### src/rtl/morse_char_buffer_pkg.sv
// Shared constants, types and the character-to-segment table
// for the Morse character display buffer.
package morse_disp_pkg;

    typedef logic [5:0] char_code_t;
    typedef logic [7:0] seg_pat_t;

    localparam char_code_t CODE_ERR        = 6'd62;
    localparam char_code_t CODE_BLANK      = 6'd63;
    localparam char_code_t CODE_DIGIT_BASE = 6'd26;

    localparam int SEG_DP = 7;
    localparam int SEG_G  = 6;
    localparam int SEG_F  = 5;
    localparam int SEG_E  = 4;
    localparam int SEG_D  = 3;
    localparam int SEG_C  = 2;
    localparam int SEG_B  = 1;
    localparam int SEG_A  = 0;

    // Bit order {dp,g,f,e,d,c,b,a}, 1 = lit.
    // Codes 36..62 fall to the default dash.
    function automatic seg_pat_t seg_pattern(input char_code_t code);
        seg_pat_t p;
        case (code)
            6'd0:  p = 8'h77;
            6'd1:  p = 8'h7C;
            6'd2:  p = 8'h39;
            6'd3:  p = 8'h5E;
            6'd4:  p = 8'h79;
            6'd5:  p = 8'h71;
            6'd6:  p = 8'h3D;
            6'd7:  p = 8'h76;
            6'd8:  p = 8'h30;
            6'd9:  p = 8'h1E;
            6'd10: p = 8'h75;
            6'd11: p = 8'h38;
            6'd12: p = 8'h37;
            6'd13: p = 8'h54;
            6'd14: p = 8'h5C;
            6'd15: p = 8'h73;
            6'd16: p = 8'h67;
            6'd17: p = 8'h50;
            6'd18: p = 8'h6D;
            6'd19: p = 8'h78;
            6'd20: p = 8'h3E;
            6'd21: p = 8'h1C;
            6'd22: p = 8'h2A;
            6'd23: p = 8'h64;
            6'd24: p = 8'h6E;
            6'd25: p = 8'h5B;
            6'd26: p = 8'h3F;
            6'd27: p = 8'h06;
            6'd28: p = 8'h5B;
            6'd29: p = 8'h4F;
            6'd30: p = 8'h66;
            6'd31: p = 8'h6D;
            6'd32: p = 8'h7D;
            6'd33: p = 8'h07;
            6'd34: p = 8'h7F;
            6'd35: p = 8'h6F;
            CODE_BLANK: p = 8'h00;
            default: p = 8'h40;
        endcase
        return p;
    endfunction

endpackage

### src/rtl/morse_char_buffer_if.sv
// Handshake bundle between decoder/user controls and the buffer.
// master: strobe/code source; slave: the buffer (drives display outputs).
interface morse_char_buffer_if;
    logic        char_valid;
    logic [5:0]  char_code;
    logic        bs;
    logic        clr;
    logic [63:0] seg_data;
    logic [3:0]  count;
    logic        ovf;

    modport master (
        output char_valid, char_code, bs, clr,
        input  seg_data, count, ovf
    );

    modport slave (
        input  char_valid, char_code, bs, clr,
        output seg_data, count, ovf
    );
endinterface

### src/rtl/morse_char_buffer_seg_char_rom.sv
// Combinational character code to 7-segment pattern lookup.
// Ports: code (6b char code) in, pattern (8b {dp..a}) out.
module seg_char_rom
    import morse_disp_pkg::*;
(
    input  char_code_t code,
    output seg_pat_t   pattern
);
    assign pattern = seg_pattern(code);
endmodule

### src/rtl/morse_char_buffer.sv
// 8-slot scrolling Morse character buffer with 7-seg output.
// Ports: clk_fast, rst (async high), bus (slave: strobes in, seg_data/count/ovf out).
module morse_char_buffer
    import morse_disp_pkg::*;
#(
    parameter int BLINK_CYCLES   = 500,
    parameter bit SEG_ACTIVE_LOW = 1'b0
) (
    input logic              clk_fast,
    input logic              rst,
    morse_char_buffer_if.slave bus
);
    localparam int BW = (BLINK_CYCLES > 2) ? $clog2(BLINK_CYCLES) : 1;
    localparam logic [BW-1:0] BLINK_LAST = BW'(BLINK_CYCLES - 1);

    char_code_t    slot_q [8];
    logic [3:0]    count_q;
    logic          ovf_q;
    logic [BW-1:0] blink_cnt;
    logic          phase_q;
    logic [63:0]   seg_q;
    logic [63:0]   seg_next;
    seg_pat_t      raw [8];

    for (genvar g = 0; g < 8; g++) begin : g_rom
        seg_char_rom u_rom (
            .code    (slot_q[g]),
            .pattern (raw[g])
        );
    end

    // Cursor on the newest slot, overflow marker on the oldest.
    always_comb begin
        seg_next = '0;
        for (int i = 0; i < 8; i++) begin
            seg_next[8*i +: 8] = raw[i];
        end
        if (count_q < 4'd8 && phase_q) begin
            seg_next[SEG_DP] = 1'b1;
        end
        if (ovf_q) begin
            seg_next[56 + SEG_DP] = 1'b1;
        end
        if (SEG_ACTIVE_LOW) begin
            seg_next = ~seg_next;
        end
    end

    always_ff @(posedge clk_fast or posedge rst) begin
        if (rst) begin
            for (int i = 0; i < 8; i++) begin
                slot_q[i] <= CODE_BLANK;
            end
            count_q   <= '0;
            ovf_q     <= 1'b0;
            blink_cnt <= '0;
            phase_q   <= 1'b0;
            seg_q     <= {64{SEG_ACTIVE_LOW}};
        end else begin
            seg_q <= seg_next;
            if (bus.clr) begin
                for (int i = 0; i < 8; i++) begin
                    slot_q[i] <= CODE_BLANK;
                end
                count_q   <= '0;
                ovf_q     <= 1'b0;
                blink_cnt <= '0;
                phase_q   <= 1'b0;
            end else begin
                if (blink_cnt == BLINK_LAST) begin
                    blink_cnt <= '0;
                    phase_q   <= ~phase_q;
                end else begin
                    blink_cnt <= blink_cnt + 1'b1;
                end
                if (bus.char_valid) begin
                    for (int i = 7; i > 0; i--) begin
                        slot_q[i] <= slot_q[i-1];
                    end
                    slot_q[0] <= bus.char_code;
                    if (count_q == 4'd8) begin
                        ovf_q <= 1'b1;
                    end else begin
                        count_q <= count_q + 4'd1;
                    end
                end else if (bus.bs && count_q != 4'd0) begin
                    for (int i = 0; i < 7; i++) begin
                        slot_q[i] <= slot_q[i+1];
                    end
                    slot_q[7] <= CODE_BLANK;
                    count_q   <= count_q - 4'd1;
                end
            end
        end
    end

    assign bus.seg_data = seg_q;
    assign bus.count    = count_q;
    assign bus.ovf      = ovf_q;

endmodule

### src/flat_wrapper.sv
// flat-port wrapper written by rule: the top's interface ports become plain ports
module morse_char_buffer_flat import morse_disp_pkg::*;
#(
    parameter int BLINK_CYCLES   = 500,
    parameter bit SEG_ACTIVE_LOW = 1'b0
)
  (clk_fast, rst, bus_char_valid, bus_char_code, bus_bs, bus_clr, bus_seg_data, bus_count, bus_ovf);
  morse_char_buffer_if bus_i ();
  input logic clk_fast;
  input logic rst;
  input wire logic [$bits(bus_i.char_valid)-1:0] bus_char_valid;
  input wire logic [$bits(bus_i.char_code)-1:0] bus_char_code;
  input wire logic [$bits(bus_i.bs)-1:0] bus_bs;
  input wire logic [$bits(bus_i.clr)-1:0] bus_clr;
  output wire logic [$bits(bus_i.seg_data)-1:0] bus_seg_data;
  output wire logic [$bits(bus_i.count)-1:0] bus_count;
  output wire logic [$bits(bus_i.ovf)-1:0] bus_ovf;
  assign bus_i.char_valid = bus_char_valid;
  assign bus_i.char_code = bus_char_code;
  assign bus_i.bs = bus_bs;
  assign bus_i.clr = bus_clr;
  assign bus_seg_data = bus_i.seg_data;
  assign bus_count = bus_i.count;
  assign bus_ovf = bus_i.ovf;
  morse_char_buffer #(.BLINK_CYCLES(BLINK_CYCLES), .SEG_ACTIVE_LOW(SEG_ACTIVE_LOW)) u_core (.clk_fast(clk_fast), .rst(rst), .bus(bus_i));
endmodule
### config.mk
export PLATFORM = sky130hd
export DESIGN_NAME = morse_char_buffer_flat
export DESIGN_NICKNAME = d
export VERILOG_FILES = /design/src/rtl/morse_char_buffer_pkg.sv /design/src/rtl/morse_char_buffer_if.sv /design/src/rtl/morse_char_buffer_seg_char_rom.sv /design/src/rtl/morse_char_buffer.sv /design/src/flat_wrapper.sv
export SDC_FILE = /design/constraint.sdc
export NUM_CORES = 1
export LEC_CHECK = 0
export ABC_AREA = 1
export BUFFER_PORTS_ARGS = -buffer_cell sky130_fd_sc_hd__buf_2
export CORE_MARGIN = 2
export CORE_UTILIZATION = 55
export CTS_BUF_LIST = sky130_fd_sc_hd__clkbuf_4
export DETAILED_ROUTE_END_ITERATION = 8
export PLACE_DENSITY = 0.7
export SLEW_MARGIN = 15
export SYNTH_ARGS = -nofsm -noshare
export SYNTH_HDL_FRONTEND = slang
export SYNTH_HIERARCHICAL = 1
export SYNTH_SLANG_ARGS = --single-unit
### constraint.sdc
create_clock -name clk_fast -period 4.97 [get_ports clk_fast]
set_input_delay 0.994 -clock clk_fast [delete_from_list [all_inputs] [get_ports clk_fast]]
set_output_delay 0.994 -clock clk_fast [all_outputs]
set_load 0.05 [all_outputs]
==> flow_summary.toml, run 1 <==
[outcome]
run_status = "complete, no violations"

[floorplanning]
chipWidth_um = 136
top_level_ports = 80
rows = 48
effective_utilization_at_floorplan = 0.557
placeableCoreArea_um2 = 17100
die_h_um = 136
design.die.area_um2 = 18400

[timing]
slew_viol_final = 0
final_min_period_over_clock_period = 0.570
setup_viols_final = 0
worst_slew_margin_rel = 0.412
rsz0062_at_grt = "no"
achievable-frequency_mhz = 353
setup_total_negative_slack_ns = 0
clock-skew-final_ns = 0.0199
tightestPinTransition_ns = 0.880
final.min_clock_period_ns = 2.83
timing.final.hold_violations = 0

[clocking]
post_cts_resized = 0
buffer_depth_of_the_longest_clock_path = 2
h-tree-depth = 4
cts.repair_timing.setup_buffer_count = 0
clk_latency_ns = 0.54
postCtsHoldBufs = 0
numClockSinks = 127
clock_tree.root_cell = "clkbuf_4"
cts-buffers-inserted = 17
worst_setup_hold_path_clk_slew_ns = 0.12
cts_tree = "done"

[synth]
synth_compound_gate_area_share = 0.122
synth.mux.area_fraction = 0
synth_top_family_by_area = "simple AND/OR/NAND/NOR gates"
synth.cell_area_um2 = 9540
synth_simple_gate_area_frac = 0.324
number_of_synthesis_warnings = 6
synth_xor_area_frac = 0.00275
sequential_fraction_of_the_synthesis_area = 0.339
instance_count_of_the_mapped_netlist = 1389
synth.distinct_cells = 31
synthesis.area_per_instance_um2 = 6.87
yosys.area_share.adder = 0.0900
synth-seq-cells = 127
synth_nets = 1468

[route]
num_vias = 8779
detail-route-antenna-nets = 0
drt_first_pass_iters = 7
initialDrtViolationCount = 845
post-route-drc-count = 0
routed_wire_per_std_cell_um = 13.1
drt_wl_total_mm = 21.8
number_of_vias_per_cell_after_detailed_routing = 5.28

[global_route]
grt_pass1_wl_mm = 36.7
groute.usage.overall = 0.243
grt_antenna_before_repair = 1
grt_pass1_vias = 7659
grt_overflow_total = 0
maximum_number_of_pins_on_one_net_before_global_route_repair = 128

[placement]
gp_congestion = 0.909
port_buffers = 79
dpl.hpwl_mm = 15.4

[critical_path]
critPathKind = "input pin to register"
timing.critical_path.fanout_max = 52
cp_data_required_time_ns = 5.42
endpoint_kind = "register"
timing.critical_path.from_type = "input pin"
worstPathArrival_ns = 3.28

[power]
internal_power_mw = 2.27
p_sw_mw = 2.32
power.share.switching = 0.505
power.share.clock = 0.160
power.density_cell_area_nw_per_um2 = 456
total_power_mw = 4.59
p_comb_frac = 0.491
power.share.sequential = 0.349
p_leak_nw = 5.79
max-vdd-ir-drop_mv = 0.263

[min_path]
min_path_type = "register to register"

[finish]
multi_input_gate_area_um2 = 5170
post_route_cells_drive_above_1_share = 0.148
synthToLayoutAreaGrowth_pct = 5.53
final-seq-area_um2 = 3240
nFillCells = 1637
net_count_reported_at_finish = 1502

[flow_run]
timing.max_cap.violations = 0
-- power groups by stage --
stage / registers [mW] / clock network [mW] / logic, mW
3_3_place_gp: 1.62 / 0 / 2.22
4_1_cts: 1.60 / 0.760 / 2.24
2_1_floorplan: 1.98 / 0 / 1.43
5_1_grt: 1.65 / 0.805 / 2.52
3_5_place_dp: 1.62 / 0 / 2.23
6_report: 1.60 / 0.732 / 2.25
-- cell families (layout without fill, tap and decap cells) --
| family | count (synthesis) | after routing |
|---|---|---|
| AO/OA/AOI/OAI | 200 | 200 |
| flip-flops | 127 | 127 |
| adder cells (fa/ha/maj) | 68 | 68 |
| other | 8 | 9 |
| XOR/XNOR | 3 | 3 |
| buffers and inverters | 241 | 288 |
| AND/OR/NAND/NOR | 742 | 742 |
-- path summary, 6_finish.rpt --
kind	slack, ns	endpoint	start	cells past startpoint
max	2.14	u_core/slot_q[10]	bus_clr	6
max reg2reg	2.81	u_core/slot_q[10]	u_core/bus.count[3]	7
min	0.48	u_core/blink_cnt[0]	u_core/blink_cnt[0]	1
min reg2reg	0.48	u_core/blink_cnt[0]	u_core/blink_cnt[0]	1
min in group asynchronous	0.58	u_core/blink_cnt[1]	rst	3
max in group asynchronous	3.86	u_core/bus.seg_data[52]	rst	3
-- stage by stage --
step                      cells  utilization  setup WS [ns]  hold WS [ns]  cell area [um2]
after floorplan            1389            -          0.671         0.433             9540
after global placement     1629        0.571           1.79         0.454             9780
after detailed placement   1629        0.571           1.72         0.470             9780
after CTS                  1661        0.588           2.26         0.488            10100
after global routing       1662        0.588           2.05         0.508            10100
final                      1662        0.588           2.14         0.485            10100
-- final cells by class --
cell class                      instances  area share
Multi-Input combinational cell       1021       0.514
Sequential cell                       127       0.322
Inverter                              175      0.0655
Timing Repair Buffer                   81      0.0420
Tap cell                              225      0.0280
Clock inverter                         14      0.0155
Clock buffer                           18      0.0134
Antenna cell                            1    0.000249
-- metal layers --
metal  up-vias  routed length, um  GRT usage
met2       324              10000      0.373
met5         -                  0          0
met3        28               1300     0.0445
li1       4480                  -          -
met4         0                299     0.0752
met1      3947              10200      0.349
-- sequential cells by signal, indices dropped and copies added (netlist names) --
name	count
u_core/blink_cnt	9
u_core/slot_q	48
u_core/bus.seg_data	64
u_core/phase_q	1
u_core/bus.ovf	1
u_core/bus.count	4
-- worst max-delay path, cell delays in order --
cell     delay [ns]
buf_2          0.19
nor2_4         0.68
nand2_2        0.64
buf_4          0.49
o21ai_0        0.16
o21ai_1        0.11
-- placed cells by master (no fill, tap or decap), types with 2 or more instances in the layout --
| cell | count |
|---|---|
| ha_1 | 67 |
| nand2_1 | 509 |
| nor3_1 | 3 |
| nor2_1 | 46 |
| or2_2 | 3 |
| inv_6 | 5 |
| clkbuf_4 | 18 |
| a21oi_1 | 25 |
| dfrtp_1 | 79 |
| dfstp_2 | 48 |
| clkinvlp_4 | 2 |
| inv_2 | 18 |
| a22oi_1 | 30 |
| nand3_1 | 156 |
| nor3_2 | 8 |
| clkinv_4 | 2 |
| xnor2_1 | 2 |
| o21ai_1 | 57 |
| nor2_4 | 2 |
| o211ai_1 | 22 |
| inv_1 | 156 |
| bufinv_16 | 2 |
| nand4_1 | 2 |
| a21oi_2 | 8 |
| buf_2 | 79 |
| o21ai_0 | 56 |
| nand2_2 | 11 |
| conb_1 | 8 |
-- synthesized netlist by cell type --
master	n	area (um2)
inv_1	157	589
nor2_2	1	6.26
a21oi_2	8	70.1
conb_1	8	30.0
nor3_1	3	15.0
dfstp_2	48	1260
nand4_1	2	12.5
nand2_1	509	1910
nor2_4	2	22.5
a21oi_1	25	125
buf_4	27	203
buf_2	27	135
buf_6	12	135
nor3_2	8	80.1
xor2_1	1	8.76
a22oi_1	30	225
nand2_2	11	68.8
o21ai_1	57	285
o21ai_0	56	280
nor2_1	46	173
o211ai_1	22	165
fa_1	1	20.0
dfrtp_1	79	1980
or2_2	3	18.8
ha_1	67	838
a31oi_1	1	6.26
a21o_1	1	7.51
nand3_1	156	781
inv_2	18	67.6
and3_1	1	6.26
xnor2_1	2	17.5
(Power assumes the default switching activity.)
==> run 2: changes to the inputs <==
--- a/config.mk
+++ b/config.mk
@@ -5,7 +5,7 @@
 export SDC_FILE = /design/constraint.sdc
 export NUM_CORES = 1
 export LEC_CHECK = 0
-export ABC_AREA = 1
+export ABC_AREA = 0
 export BUFFER_PORTS_ARGS = -buffer_cell sky130_fd_sc_hd__buf_2
 export CORE_MARGIN = 2
 export CORE_UTILIZATION = 55
==> constraint.sdc (replaced) <==
create_clock -name clk_fast -period 2.95 [get_ports clk_fast]
set_input_delay 0.59 -clock clk_fast [delete_from_list [all_inputs] [get_ports clk_fast]]
set_output_delay 0.59 -clock clk_fast [all_outputs]
set_load 0.05 [all_outputs]
==> flow_summary.toml, run 2 <==
[synth]
synth.most_common_cell = "nor3_1"
async_reset_ff_frac = 1.00
synth.distinct_cells = 76
synth_area_leader_cell = "dfrtp_1"
most_instantiated_flip_flop_cell_in_the_synthesis_netlist = "dfrtp_1"
yosys.area_share.adder = 0.0865
synthesis.area_per_instance_um2 = 8.91
sequential_fraction_of_the_synthesis_area = 0.326
synth-edff-count = 0
synth_xor_area_frac = 0.00618
yosys-top-cells-area = "dfrtp_1 (20%), dfstp_2 (13%), ha_1 (8.4%)"
instance_count_of_the_mapped_netlist = 1114
synth.top_cell.area_share = 0.199
synth.cell_area_um2 = 9930
synth_top_family_by_area = "simple AND/OR/NAND/NOR gates"
synth.mux.area_fraction = 0.0591
synth_nets = 1193
synth-seq-cells = 127
synth_simple_gate_area_frac = 0.255
synth_commonest_cells = "nor3_1 (101), nor2_1 (100), nand2_1 (80)"
synth_compound_gate_area_share = 0.190
number_of_synthesis_warnings = 6

[critical_path]
critPathSlowestCell = "dfstp_2"
timing.critical_path.from_type = "register"
cp_data_required_time_ns = 3.44
cp-startpoint = "u_core/slot_q[42]"
reg2reg_setup_slack_ns = 0.78
endpoint_kind = "register"
worstPathArrival_ns = 2.66
timing.critical_path.fanout_max = 13
path_cells = "inv_1 -> ha_1 -> nand2_1 -> o21ai_1 -> a2111oi_0 -> or3_1"
worst_r2r_startpoint = "u_core/slot_q[42]"
critPathKind = "register to register"
crit_cells = 6
capture_point_of_the_worst_reg_to_reg_path = "u_core/bus.seg_data[1]"
worst-r2r-cell-count = 6
cp_slowest_stage_delay_ns = 0.70
worst_path_dominant_cell_family = "flip-flops"
critPathBufInv = 1
cp-endpoint = "u_core/bus.seg_data[1]"

[timing]
setup_viols_final = 0
worst_slew_margin_rel = 0.451
achievable-frequency_mhz = 461
holdWs_ns = 0.0524
clock-skew-final_ns = 0.0241
final.min_clock_period_ns = 2.17
rsz0062_at_grt = "no"
setup_total_negative_slack_ns = 0
final_critical_path_setup_slack_ns = 0.783
final_min_period_over_clock_period = 0.735
tightestPinTransition_ns = 0.824
timing.final.hold_violations = 0
slew_viol_final = 0

[global_route]
groute.usage.overall = 0.244
grt_pass1_vias = 7878
grt_pass1_wl_mm = 39.2
maximum_number_of_pins_on_one_net_before_global_route_repair = 61
grt_overflow_total = 0
grt_antenna_before_repair = 2

[finish]
max_reg_flops = 64
post_route_core_utilization = 0.585
layout_commonest_cell = "nor3_1"
multi_input_gate_area_um2 = 5950
final-seq-area_um2 = 3240
layout.cell_area.non_filler_um2 = 10400
net_count_reported_at_finish = 1209
layout.cells.most_common_list = "nor3_1 (101), nor2_1 (100), nand2_1 (80)"
post_route_cells_drive_above_1_share = 0.218
nFillCells = 1579
synthToLayoutAreaGrowth_pct = 5.12
instances_no_fill = 1373

[floorplanning]
chipWidth_um = 138
rows = 49
placeableCoreArea_um2 = 17800
die_h_um = 138
design.die.area_um2 = 19100
effective_utilization_at_floorplan = 0.556
top_level_ports = 80

[route]
post-route-drc-count = 0
initialDrtViolationCount = 777
routed_wire_per_std_cell_um = 16.9
number_of_vias_per_cell_after_detailed_routing = 6.13
drt_wl_total_mm = 23.2
detail-route-antenna-nets = 0
drt_first_pass_iters = 5
num_vias = 8417

[clocking]
postCtsHoldBufs = 0
cts.repair_timing.setup_buffer_count = 0
numClockSinks = 127
post_cts_resized = 0
worst_setup_hold_path_clk_slew_ns = 0.12
cts_tree = "done"
clock_tree.root_cell = "clkbuf_4"
cts-buffers-inserted = 17
h-tree-depth = 4
buffer_depth_of_the_longest_clock_path = 2
clk_latency_ns = 0.55

[power]
power.density_cell_area_nw_per_um2 = 388
max-vdd-ir-drop_mv = 0.257
total_power_mw = 4.05
p_leak_nw = 4.54

[outcome]
run_status = "complete, no violations"

[placement]
place_worst_setup_slack_ns = 0.593
port_buffers = 79
detailed_place.area_um2 = 10100
placedCellCount = 1340
dpl.hpwl_mm = 15.4
gp_congestion = 0.862

[min_path]
min_path_type = "input pin to async pin"

[flow_run]
timing.max_cap.violations = 0
[run 2: cell types whose count changed after synthesis, sizes merged, moves of 61 or more]
cell,change
nand2,-440
inv,-143
nand3,-139
nor3,+114
o21ai,-61
nor2,+61
[run 2: final cells by class]
type / instances / area share
timing repair buffer: 92 / 0.0496
sequential: 127 / 0.310
inverter: 32 / 0.0119
clock buffer: 23 / 0.0165
tap: 229 / 0.0275
multi-input combinational: 860 / 0.570
clock inverter: 8 / 0.0134
antenna: 2 / 0.000480
[run 2: kinds of logic after synthesis]
kind of cell / count (synthesis)
and+or+nand+nor: 469
AOI/OAI and AO/OA: 259
DFF: 127
buffers and inverters: 127
adders and majority gates: 68
muxes: 49
other: 8
xor gates and xnor gates: 7
[run 2: per-layer routing]
layer	share of wire	GRT usage
met4	0.019	0.0843
met3	0.042	0.0388
met1	0.45	0.333
met2	0.49	0.396
met5	0	0
[run 2: worst min path at each step]
| stage | from | end | cells after the start |
|---|---|---|---|
| after CTS | rst | u_core/bus.count[2] | 2 |
| final | rst | u_core/bus.count[2] | 2 |
| after global routing | rst | u_core/bus.count[2] | 2 |
| after detailed placement | u_core/blink_cnt[0] | u_core/blink_cnt[0] | 1 |
| after global placement | u_core/blink_cnt[0] | u_core/blink_cnt[0] | 1 |
| after floorplan | u_core/blink_cnt[0] | u_core/blink_cnt[0] | 1 |
[run 2: power by group]
part,switching (mW),internal [mW]
Clock,0.645,0.720
Sequential,0.104,1.81
Combinational,0.551,0.218
Total,1.30,2.75
==> run 3: changes to the inputs <==
--- a/config.mk
+++ b/config.mk
@@ -11,7 +11,7 @@
 export CORE_UTILIZATION = 55
 export CTS_BUF_LIST = sky130_fd_sc_hd__clkbuf_4
 export DETAILED_ROUTE_END_ITERATION = 8
-export PLACE_DENSITY = 0.7
+export PLACE_DENSITY = 0.73
 export SLEW_MARGIN = 15
 export SYNTH_ARGS = -nofsm -noshare
 export SYNTH_HDL_FRONTEND = slang
==> constraint.sdc (replaced) <==
create_clock -name clk_fast -period 1.8 [get_ports clk_fast]
set_input_delay 0.36 -clock clk_fast [delete_from_list [all_inputs] [get_ports clk_fast]]
set_output_delay 0.36 -clock clk_fast [all_outputs]
set_load 0.05 [all_outputs]
==> flow_summary.toml, run 3 (same netlist as run 2, synthesis figures left out) <==
[finish]
layout.cells.most_common_list = "nor3_1 (99), nor2_1 (95), buf_4 (87)"
multi_input_gate_area_um2 = 6090
net_count_reported_at_finish = 1294
nFillCells = 1536
post_route_core_utilization = 0.635
max_reg_flops = 64
synthToLayoutAreaGrowth_pct = 14.1
post_route_cells_drive_above_1_share = 0.292
final-seq-area_um2 = 3240
layout_commonest_cell = "nor3_1"

[route]
drt_first_pass_iters = 6
initialDrtViolationCount = 939
drt_wl_total_mm = 25.2
routed_wire_per_std_cell_um = 17.3
detail-route-antenna-nets = 0
num_vias = 9041
post-route-drc-count = 0
number_of_vias_per_cell_after_detailed_routing = 6.20

[timing]
final.min_clock_period_ns = 1.81
setup_total_negative_slack_ns = -0.0136
final_min_period_over_clock_period = 1.01
slew_viol_final = 0
rsz0062_at_grt = "yes"
clock-skew-final_ns = 0.0199
worst_slew_margin_rel = 0.557
final_critical_path_setup_slack_ns = -0.0136
setup_viols_final = 1
timing.final.hold_violations = 0
tightestPinTransition_ns = 0.663
achievable-frequency_mhz = 551

[placement]
gp_congestion = 0.949
port_buffers = 79
dpl.hpwl_mm = 17.5

[global_route]
maximum_number_of_pins_on_one_net_before_global_route_repair = 49
grt_antenna_before_repair = 1
groute.usage.overall = 0.259
grt_overflow_total = 0
grt_pass1_vias = 8605
grt_pass1_wl_mm = 41.9

[floorplanning]
design.die.area_um2 = 19100
chipWidth_um = 138
effective_utilization_at_floorplan = 0.556
die_h_um = 138
rows = 49
placeableCoreArea_um2 = 17800
top_level_ports = 80

[min_path]
number_of_stages_on_the_worst_hold_path = 3
min_path_type = "input pin to register"

[clocking]
worst_setup_hold_path_clk_slew_ns = 0.12
h-tree-depth = 4
clk_latency_ns = 0.53
clock_tree.root_cell = "clkbuf_4"
numClockSinks = 127
buffer_depth_of_the_longest_clock_path = 2
cts-buffers-inserted = 17
cts_tree = "done"

[outcome]
run_status = "complete, but fails checks"
failed_checks = "negative setup slack"

[critical_path]
cp_data_required_time_ns = 2.21
critPathKind = "register to register"
timing.critical_path.from_type = "register"
timing.critical_path.fanout_max = 5
endpoint_kind = "register"
worst-r2r-cell-count = 6
worstPathArrival_ns = 2.23

[power]
max-vdd-ir-drop_mv = 0.361
p_leak_nw = 4.91
power.density_cell_area_nw_per_um2 = 602

[flow_run]
timing.max_cap.violations = 0
## run 3: power by group
| group | leakage, nW | total (mW) | internal [mW] | switching (mW) |
|---|---|---|---|---|
| combinational | 3.16 | 1.47 | 0.469 | 0.996 |
| sequential | 1.58 | 3.08 | 2.97 | 0.117 |
| clock | 0.175 | 2.27 | 1.14 | 1.13 |
| total | 4.91 | 6.82 | 4.58 | 2.25 |
## run 3: layout make-up
type | count | area share
well taps | 229 | 0.0253
clock inverters | 13 | 0.0166
inverters | 32 | 0.0113
diodes | 1 | 0.000221
repair buffers | 177 | 0.110
clock buffers | 19 | 0.0126
flip-flops and latches | 127 | 0.286
multi-input cells | 860 | 0.538
## run 3: worst max-delay path, stage by stage, from the launching register on
cell	delay [ns]
dfstp_2	0.54
inv_1	0.10
ha_4	0.31
nor2_1	0.05
a211oi_2	0.23
a2111oi_1	0.09
or3_1	0.37
## run 3: through the flow
step / hold WS (ns) / worst slack [ns] / area [um2] / power (mW) / cells
after detailed placement: 0.474 / 0.0389 / 10800 / 4.56 / 1423
after floorplan: 0.445 / -0.0881 / 9940 / 4.18 / 1114
after CTS: 0.0132 / 0.0232 / 11200 / 6.86 / 1456
after global placement: 0.470 / 0.0659 / 10800 / 4.54 / 1423
final: 0.0659 / -0.0136 / 11300 / 6.82 / 1458
after global routing: 0.0118 / -0.0626 / 11300 / 7.16 / 1458
## run 3: final timing paths
check,startpoint,to,slack [ns]
min reg2reg,u_core/blink_cnt[0],u_core/blink_cnt[0],0.49
max in group asynchronous,rst,u_core/slot_q[28],0.72
max,u_core/slot_q[43],u_core/bus.seg_data[1],-0.01
min,bus_char_code[4],u_core/slot_q[46],0.07
min in group asynchronous,rst,u_core/blink_cnt[8],0.48
max reg2reg,u_core/slot_q[43],u_core/bus.seg_data[1],-0.01
## run 3: repair_timing
action,CTS,global route
endpoints found under the hold margin,1,0
hold buffers,1,0
gates resized for setup,0,30
setup endpoints to repair,0,16
setup buffers,0,1
## run 3: layer usage
metal | wire length (um) | GRT usage | up-vias
li1 | - | - | 4262
met1 | 10500 | 0.334 | 4380
met2 | 12700 | 0.443 | 350
met3 | 1430 | 0.0388 | 49
met4 | 558 | 0.0929 | 0
met5 | 0 | 0 | -
